### config.mk
export PLATFORM = sky130hd
export DESIGN_NAME = dru_bit_collector
export DESIGN_NICKNAME = d
export VERILOG_FILES = /design/src/rtl/dru_pkg.sv /design/src/rtl/dru_bit_collector.sv
export SDC_FILE = /design/constraint.sdc
export NUM_CORES = 1
export LEC_CHECK = 0
export BUFFER_PORTS_ARGS = -buffer_cell sky130_fd_sc_hd__buf_4
export CAP_MARGIN = 25
export CORE_MARGIN = 2
export CORE_UTILIZATION = 25
export CTS_BUF_LIST = sky130_fd_sc_hd__clkbuf_4 sky130_fd_sc_hd__clkbuf_8
export DETAILED_ROUTE_END_ITERATION = 12
export GPL_ROUTABILITY_DRIVEN = 0
export PLACE_DENSITY = 0.52
export SLEW_MARGIN = 0
export SYNTH_ARGS = -nofsm -noshare
export SYNTH_HDL_FRONTEND = slang
export SYNTH_SLANG_ARGS = --single-unit
### constraint.sdc
create_clock -name i_clk -period 3.22 [get_ports i_clk]
set_input_delay 0.322 -clock i_clk [delete_from_list [all_inputs] [get_ports i_clk]]
set_output_delay 0.322 -clock i_clk [all_outputs]
set_load 0.01 [all_outputs]
### src/rtl/dru_pkg.sv
// Shared DRU definitions: sample width, SAMV width and the matching vector types.
// Used by the bit collector, dru_tech and the word decoder.
`timescale 1ns/1ps
package dru_pkg;

   localparam int unsigned DRU_S_MAX  = 10;
   localparam int unsigned DRU_SAMV_W = 4;

   typedef logic [DRU_S_MAX-1:0]  dru_sam_t;
   typedef logic [DRU_SAMV_W-1:0] dru_samv_t;

endpackage

### src/rtl/dru_bit_collector.sv
// Packs the DRU's variable-rate recovered bits (0..S_MAX per cycle) into WORD_W-bit words.
// Optional word-boundary slip when DRU_COLLECTOR_BITSLIP_EN is defined.
`timescale 1ns/1ps
module dru_bit_collector
   import dru_pkg::*;
#(
   parameter int unsigned S_MAX  = DRU_S_MAX,
   parameter int unsigned WORD_W = 10
) (
   input  logic                  i_clk,
   input  logic                  i_rst,
   input  logic                  i_en,
   input  logic [DRU_SAMV_W-1:0] i_samv,
   input  logic [S_MAX-1:0]      i_sam,
`ifdef DRU_COLLECTOR_BITSLIP_EN
   input  logic                  i_bitslip,
`endif
   output logic                  o_valid,
   output logic [WORD_W-1:0]     o_data,
   output logic                  o_samv_err,
   output logic [4:0]            o_level
);

   localparam int unsigned ACC_W = WORD_W + S_MAX - 1;
   localparam int unsigned TOT_W = $clog2(ACC_W + 1);

   logic [ACC_W-1:0]      acc, acc_nxt;
   logic [4:0]            cnt, cnt_nxt;
   logic [WORD_W-1:0]     data_nxt;
   logic                  valid_nxt;
   logic                  err_nxt;
   logic                  legal;
   logic [DRU_SAMV_W-1:0] n;
   logic [S_MAX-1:0]      sam_eff;
   logic [S_MAX-1:0]      sam_msk;
   logic [ACC_W-1:0]      merged;
   logic [TOT_W-1:0]      tot;

`ifdef DRU_COLLECTOR_BITSLIP_EN
   logic slip_q;
   logic armed, armed_nxt;
   logic slip_now;
`endif

   always_comb begin
      legal   = i_en && (i_samv <= DRU_SAMV_W'(S_MAX));
      err_nxt = i_en && !legal;
      n       = legal ? i_samv : '0;
      sam_eff = i_sam;
`ifdef DRU_COLLECTOR_BITSLIP_EN
      // The armed slip eats the oldest bit of the first cycle that actually carries bits.
      slip_now  = armed && legal && (i_samv != '0);
      armed_nxt = armed ? !slip_now : (i_bitslip && !slip_q);
      if (slip_now) begin
         n       = n - 1'b1;
         sam_eff = i_sam >> 1;
      end
`endif
      for (int unsigned i = 0; i < S_MAX; i++) begin
         sam_msk[i] = sam_eff[i] && (DRU_SAMV_W'(i) < n);
      end
      merged = acc | (ACC_W'(sam_msk) << cnt);
      tot    = TOT_W'(cnt) + TOT_W'(n);
      if (tot >= TOT_W'(WORD_W)) begin
         valid_nxt = 1'b1;
         data_nxt  = merged[WORD_W-1:0];
         acc_nxt   = merged >> WORD_W;
         cnt_nxt   = 5'(tot - TOT_W'(WORD_W));
      end else begin
         valid_nxt = 1'b0;
         data_nxt  = o_data;
         acc_nxt   = merged;
         cnt_nxt   = 5'(tot);
      end
   end

   always_ff @(posedge i_clk or posedge i_rst) begin
      if (i_rst) begin
         acc        <= '0;
         cnt        <= '0;
         o_valid    <= 1'b0;
         o_data     <= '0;
         o_samv_err <= 1'b0;
`ifdef DRU_COLLECTOR_BITSLIP_EN
         slip_q     <= 1'b0;
         armed      <= 1'b0;
`endif
      end else begin
         acc        <= acc_nxt;
         cnt        <= cnt_nxt;
         o_valid    <= valid_nxt;
         o_data     <= data_nxt;
         o_samv_err <= err_nxt;
`ifdef DRU_COLLECTOR_BITSLIP_EN
         slip_q     <= i_bitslip;
         armed      <= armed_nxt;
`endif
      end
   end

   assign o_level = cnt;

endmodule

**After elaboration in Yosys (flattened, before gate mapping)**

Cells that the tools add are included.

- Add/subtract/negate cells: 2
- Order comparisons: 12
- Shifts and indexed selects: 1
- Mux-type cells: 4
- Bitwise gates (word level): 1
- Reduce and logical (&&, ||, !) cells: 13

Operator list:

| cell | number |
|---|---|
| 19-bit 2-to-1 mux | 1 |
| 19-bit bitwise OR | 1 |
| 10-bit by 5-bit << shifter with 19-bit output | 1 |
| 3-bit by 4-bit < comparator with 1-bit output, first input constant | 4 |
| 1-bit logical AND | 12 |
| 1-bit by 4-bit < comparator with 1-bit output, first input constant | 2 |
| 2-bit by 4-bit < comparator with 1-bit output, first input constant | 2 |
| 4-bit < comparator, first input constant | 2 |
| 5-bit by 4-bit adder with 5-bit output | 1 |
| 5-bit by 4-bit greater-or-equal comparator with 1-bit output, second input constant | 1 |
| 5-bit 2-to-1 mux | 1 |
| 5-bit by 4-bit subtractor with 5-bit output, second input constant | 1 |
| 4-bit less-or-equal comparator, second input constant | 1 |
| 4-bit 2-to-1 mux | 1 |
| 1-bit zero test | 1 |
| 1-bit 2-to-1 mux | 1 |

- Flip-flop bits (word level): 36
- Input bits: 17
- Logic and storage cells: 38

**Logic depth before layout (Yosys ltp)**

- Depth in word-level cells: 8
- Mapped depth: 15
- Mapped depth without buffers: 12

**Least setup slack after synthesis**

Ideal clock, no wire load.

- Path type: input port to flip-flop
- Start: input i_samv[1]
- End: register acc[6]
- Setup time: 0.138 ns
- Data arrival time: 2.735 ns
- Data required time: 3.082 ns
- Path slack: 0.347 ns
- Cell stages on the path: 14
- Buffers on the path: 2
- Path through: buf_2 o21ai_0 and3_1 ha_1 inv_1 fa_1 xor2_1 ha_1 a21boi_0 o22a_1 buf_2 inv_2 a2111oi_0 a31oi_1

- Cells in the longest elaborated chain, start to end: 8
- Elaborated cells between the ends (all ways): 28

Ends and longest elaborated chain:

| what | line | RTL |
|---|---|---|
| start, declared | dru_bit_collector.sv:13 | `input logic [DRU_SAMV_W-1:0] i_samv,` |
| 4-bit less-or-equal comparator | dru_bit_collector.sv:46 | `legal = i_en && (i_samv <= DRU_SAMV_W'(S_MAX));` |
| 1-bit logical AND | dru_bit_collector.sv:46 |  |
| 4-bit 2-to-1 mux * | dru_bit_collector.sv:48 | `n = legal ? i_samv : '0;` |
| 1-bit by 4-bit < comparator with 1-bit output (tied with other cells) | dru_bit_collector.sv:60 | `sam_msk[i] = sam_eff[i] && (DRU_SAMV_W'(i) < n);` |
| 1-bit logical AND | dru_bit_collector.sv:60 |  |
| 10-bit by 5-bit << shifter with 19-bit output | dru_bit_collector.sv:62 | `merged = acc \| (ACC_W'(sam_msk) << cnt);` |
| 19-bit bitwise OR | dru_bit_collector.sv:62 |  |
| 19-bit 2-to-1 mux * | dru_bit_collector.sv:64 | `if (tot >= TOT_W'(WORD_W)) begin` |
| via acc_nxt[6] | dru_bit_collector.sv:27 | `logic [ACC_W-1:0] acc, acc_nxt;` |
| end signal, assigned | dru_bit_collector.sv:89 | `acc <= acc_nxt;` |
| end, declared | dru_bit_collector.sv:27 |  |

Mark *: on every way through the listed nets, which the timed path passes. The rest lies on a longest branch.
A chain may end at the register's enable or synchronous reset.

**Worst setup path after layout**

Ends and elaborated chain as after synthesis.

==> results <==
- The run finished with clean final reports.
- The library cell used most frequently in the layout, excluding fill and tap cells, is sky130_fd_sc_hd__buf_4.
- The length of the first detailed-routing pass in iterations is 5.
- Clock tree synthesis found a total of 36 sinks.
- The placeable core region is 9770 sq um.
- The iteration-0 DRC count of the detailed router is 212.
- The number of global-route vias before repair is 2,324.
- The share of total power dissipated in sequential elements is 27.9%.
- From bottom edge to top edge, the die measures 104 um.
- The count of endpoints failing setup in the final report is 0.
- In this run the horizontal extent of the chip is 104 um.
- The switching power total is 1240 uW.
- The final global-route overflow total is 0.
- In this run, the clock network consumes 14.4% of the power.
- The wire-length estimate of the detail-placed layout is 5380 um.
- The post-synthesis compound-gate area fraction is 32.9%.
- The fraction of synthesized cell area in xor and xnor cells is 1.74%.
- The number of distinct standard cells referenced by the synthesized netlist is 67.
- Clock skew on the completed layout was measured at 8.21 ps.
- The worst min-delay path category is input port to async pin.
- The setup TNS is 0 ps.
- Entering global routing, the biggest net connects 22 pins.
- After synthesis, the largest area contributor takes up 35.7% of total cell area.
- In this run, post-CTS repair resized a total of 0 instances.
- The prevailing post-synth register cell is sky130_fd_sc_hd__dfrtp_1.
- The synthesized-area fraction occupied by adder cells is 3.28%.
- The final-report max-slew violation count is 0.
- The longest clock path from root to sink contains 2 buffers.
- In the final design database the tool counted 340 nets.
- In this run the tool buffered the top-level ports with 33 buffer cells.
- In this run, synthesis inferred 0 flip-flops with an integrated enable.
- For this run, design rule violations remaining after detail routing come to 0.
- The number of placement rows is 36.
- The kind of launch point of the worst setup path is an input port.
- The worst path meets setup with 548 ps of slack.
- The share of flip-flops with an asynchronous set or reset after synthesis is 100%.
- Sorting the synthesized cells by area gives the leading types as sky130_fd_sc_hd__dfrtp_1 36%, sky130_fd_sc_hd__nor2_1 5.7%, sky130_fd_sc_hd__a21oi_1 5.4%, sky130_fd_sc_hd__a211oi_1 3.6%, sky130_fd_sc_hd__nand2_1 2.5%.
- The library cells used most frequently in the layout, excluding fill and tap cells, are 39 x sky130_fd_sc_hd__buf_4, 38 x sky130_fd_sc_hd__nor2_1, 36 x sky130_fd_sc_hd__dfrtp_1, 27 x sky130_fd_sc_hd__a21oi_1, 17 x sky130_fd_sc_hd__nand2_1.
- In this run the post-CTS setup repair buffer count came out at 0.
- The clock slew seen by the registers of the worst setup and hold paths is 70 ps.
- The register bit total from synthesis is 36.
- The simple-gate share of the synthesized area is 17.0%.
- The CTS buffer count is 5.
- The count of H-tree levels built during CTS is 2.
- The worst-case hold slack is 192 ps.
- Synthesis handed over a netlist of 286 instances.
- The CTS tree is done.
- The cell area that synthesis handed to floorplanning was 2520 sq um.
- The post-route netlist has 23.0% of its cells at a drive strength greater than 1.
- The post-route antenna net violation count is 0.
- For this run, the top clock speed supported by timing is 374 MHz.
- By area, the combinational part of the netlist is dominated by compound AO/OA/AOI/OAI gates.
- The detail-routed via count per cell is 5.19.
- In this run switching power makes up 44.5% of total power.
- At the pin with the least slew margin, the transition time is 809 ps.
- CTS placed an instance of sky130_fd_sc_hd__clkbuf_8 at the clock tree root.
- The biggest area consumer among synthesized cells is sky130_fd_sc_hd__dfrtp_1.
- Along the worst path, the maximum fanout reaches 12.
- The worst setup path category is input port to flip-flop.
- For the worst setup path, the data required time is 3370 ps.
- The post-cts hold buffer count is 0.
- The total inserted antenna cells is 0.
- The number of antenna violations at the first check in global routing is 0.
- The kind of end point of the critical path is a flip-flop.
- Clock latency on the worst-skew pair, taken at its later pin, is 290 ps.
- The fraction of synthesized area in multiplexers is 3.77%.
- The final critical path takes up 83.0% of the cycle.
- Combinational cells account for 57.7% of the total power.
- The wire length of the first global-routing pass is 12,000 um.
- For this design the static power due to leakage is 0.00124 uW.
- The number of nets handed over by synthesis was 309.
- Cells fill 31.0% of the core in the end.
- The power per cell area is 922 nW/um^2.
- In the final routed layout, each cell accounts on average for 15.9 um.
- The die covers 10,900 sq um.
- The headroom to the max-slew limit is 46.0%.
- The average instance in the mapped netlist occupies 8.81 sq um.
- The initial utilization of the core area, before any placement, comes to 25.8%.
- Across the run, the number of max-cap violations was 0.
- Internal power comes to 1550 uW.
- The sequential share of the synthesized area is 35.7%.
- The total power consumption of the routed design is 2790 uW.
- The number of hold-slack violations in the final timing report came to 0.
- Across all layers, the routed design uses 2,342 vias.
- The signed area change from the synthesized netlist to the final layout is 20.3%.
- The final critical path time including I/O delays and setup is 2670 ps.
- 34 I/O pins were placed.
- The arrival time of the worst setup path is 2820 ps.
- The warning count from the yosys run is 0.
- The final layout contains routed wiring with a total length of 7170 um.
- Before CTS, the worst setup slack after placement is 225 ps.
- Setup repair after global routing left no endpoint under its margin.
- The global-route usage over all layers is 13.6%.
- Across the VDD grid, the largest voltage drop is 0.291 mV.
==> registers in the layout (all words and copies together) (netlist names) <==
signal	flops
acc	19
o_data	10
o_level	5
o_samv_err	1
o_valid	1
==> cell families (layout without fill, tap and decap cells) <==
kind of cell             after synthesis  in the layout
adder cells (fa/ha/maj)                6              6
buffers and inverters                 32             64
AND/OR/NAND/NOR                       89             89
AO/OA/AOI/OAI                        110            110
XOR/XNOR                               5              5
multiplexers                           8              8
flip-flops                            36             36
==> layout make-up <==
class,instances,area [sq um]
multi-input combinational,218,1480
clock inverter,2,35.0
fill,1053,6740
tap,133,166
sequential,36,901
inverter,16,60.1
clock buffer,6,76.3
timing repair buffer,40,313
==> final timing paths <==
check / cells past startpoint / slack [ps] / endpoint / startpoint
setup / recovery: 13 / 550 / acc[6] / i_samv[1]
hold / removal: 2 / 190 / acc[2] / i_rst
setup reg to reg: 9 / 690 / acc[6] / o_level[1]
hold reg to reg: 2 / 500 / acc[1] / acc[11]
max in group asynchronous: 3 / 2300 / acc[0] / i_rst
min in group i_clk: 3 / 440 / o_samv_err / i_samv[3]
==> power by group through the flow <==
stage	Clock [uW]	Sequential (uW)	Combinational, uW
finish	402	780	1610
global route	433	801	1800
CTS	416	783	1630
detailed placement	0	790	1610
global placement	0	788	1600
floorplan	0	782	1090
==> synth_stat cells, types with 8 or more instances <==
master,instances
sky130_fd_sc_hd__a211oi_1,12
sky130_fd_sc_hd__buf_2,12
sky130_fd_sc_hd__a21oi_1,27
sky130_fd_sc_hd__dfrtp_1,36
sky130_fd_sc_hd__o21ai_0,10
sky130_fd_sc_hd__a31oi_1,8
sky130_fd_sc_hd__nor2_1,38
sky130_fd_sc_hd__nor3_1,8
sky130_fd_sc_hd__nand2_1,17
sky130_fd_sc_hd__inv_1,13
==> critical path, cell delays in order <==
cell,delay [ps]
sky130_fd_sc_hd__buf_4,160
sky130_fd_sc_hd__o21ai_0,140
sky130_fd_sc_hd__and3_1,170
sky130_fd_sc_hd__ha_1,160
sky130_fd_sc_hd__inv_1,50
sky130_fd_sc_hd__fa_1,390
sky130_fd_sc_hd__xor2_1,230
sky130_fd_sc_hd__ha_1,240
sky130_fd_sc_hd__a21boi_0,190
sky130_fd_sc_hd__o22a_1,180
sky130_fd_sc_hd__inv_2,110
sky130_fd_sc_hd__a2111oi_0,390
sky130_fd_sc_hd__a31oi_1,80
==> per-stage QoR <==
step	instance area [sq um]	instances
detailed placement	2920	443
floorplan	2520	286
global route	3030	451
CTS	3030	451
global placement	2920	443
finish	3030	451
==> metal layers <==
metal / vias to the layer above / share of wire (%) / routed length (um) / track usage [%]
li1: 1130 / - / - / -
met1: 1143 / 46 / 3290 / 18.0
met2: 59 / 49 / 3500 / 22.4
met3: 10 / 3.8 / 275 / 3.13
met4: 0 / 1.4 / 101 / 3.19
met5: - / 0 / 0 / 0
No activity file was read; power rests on OpenSTA's default activity.
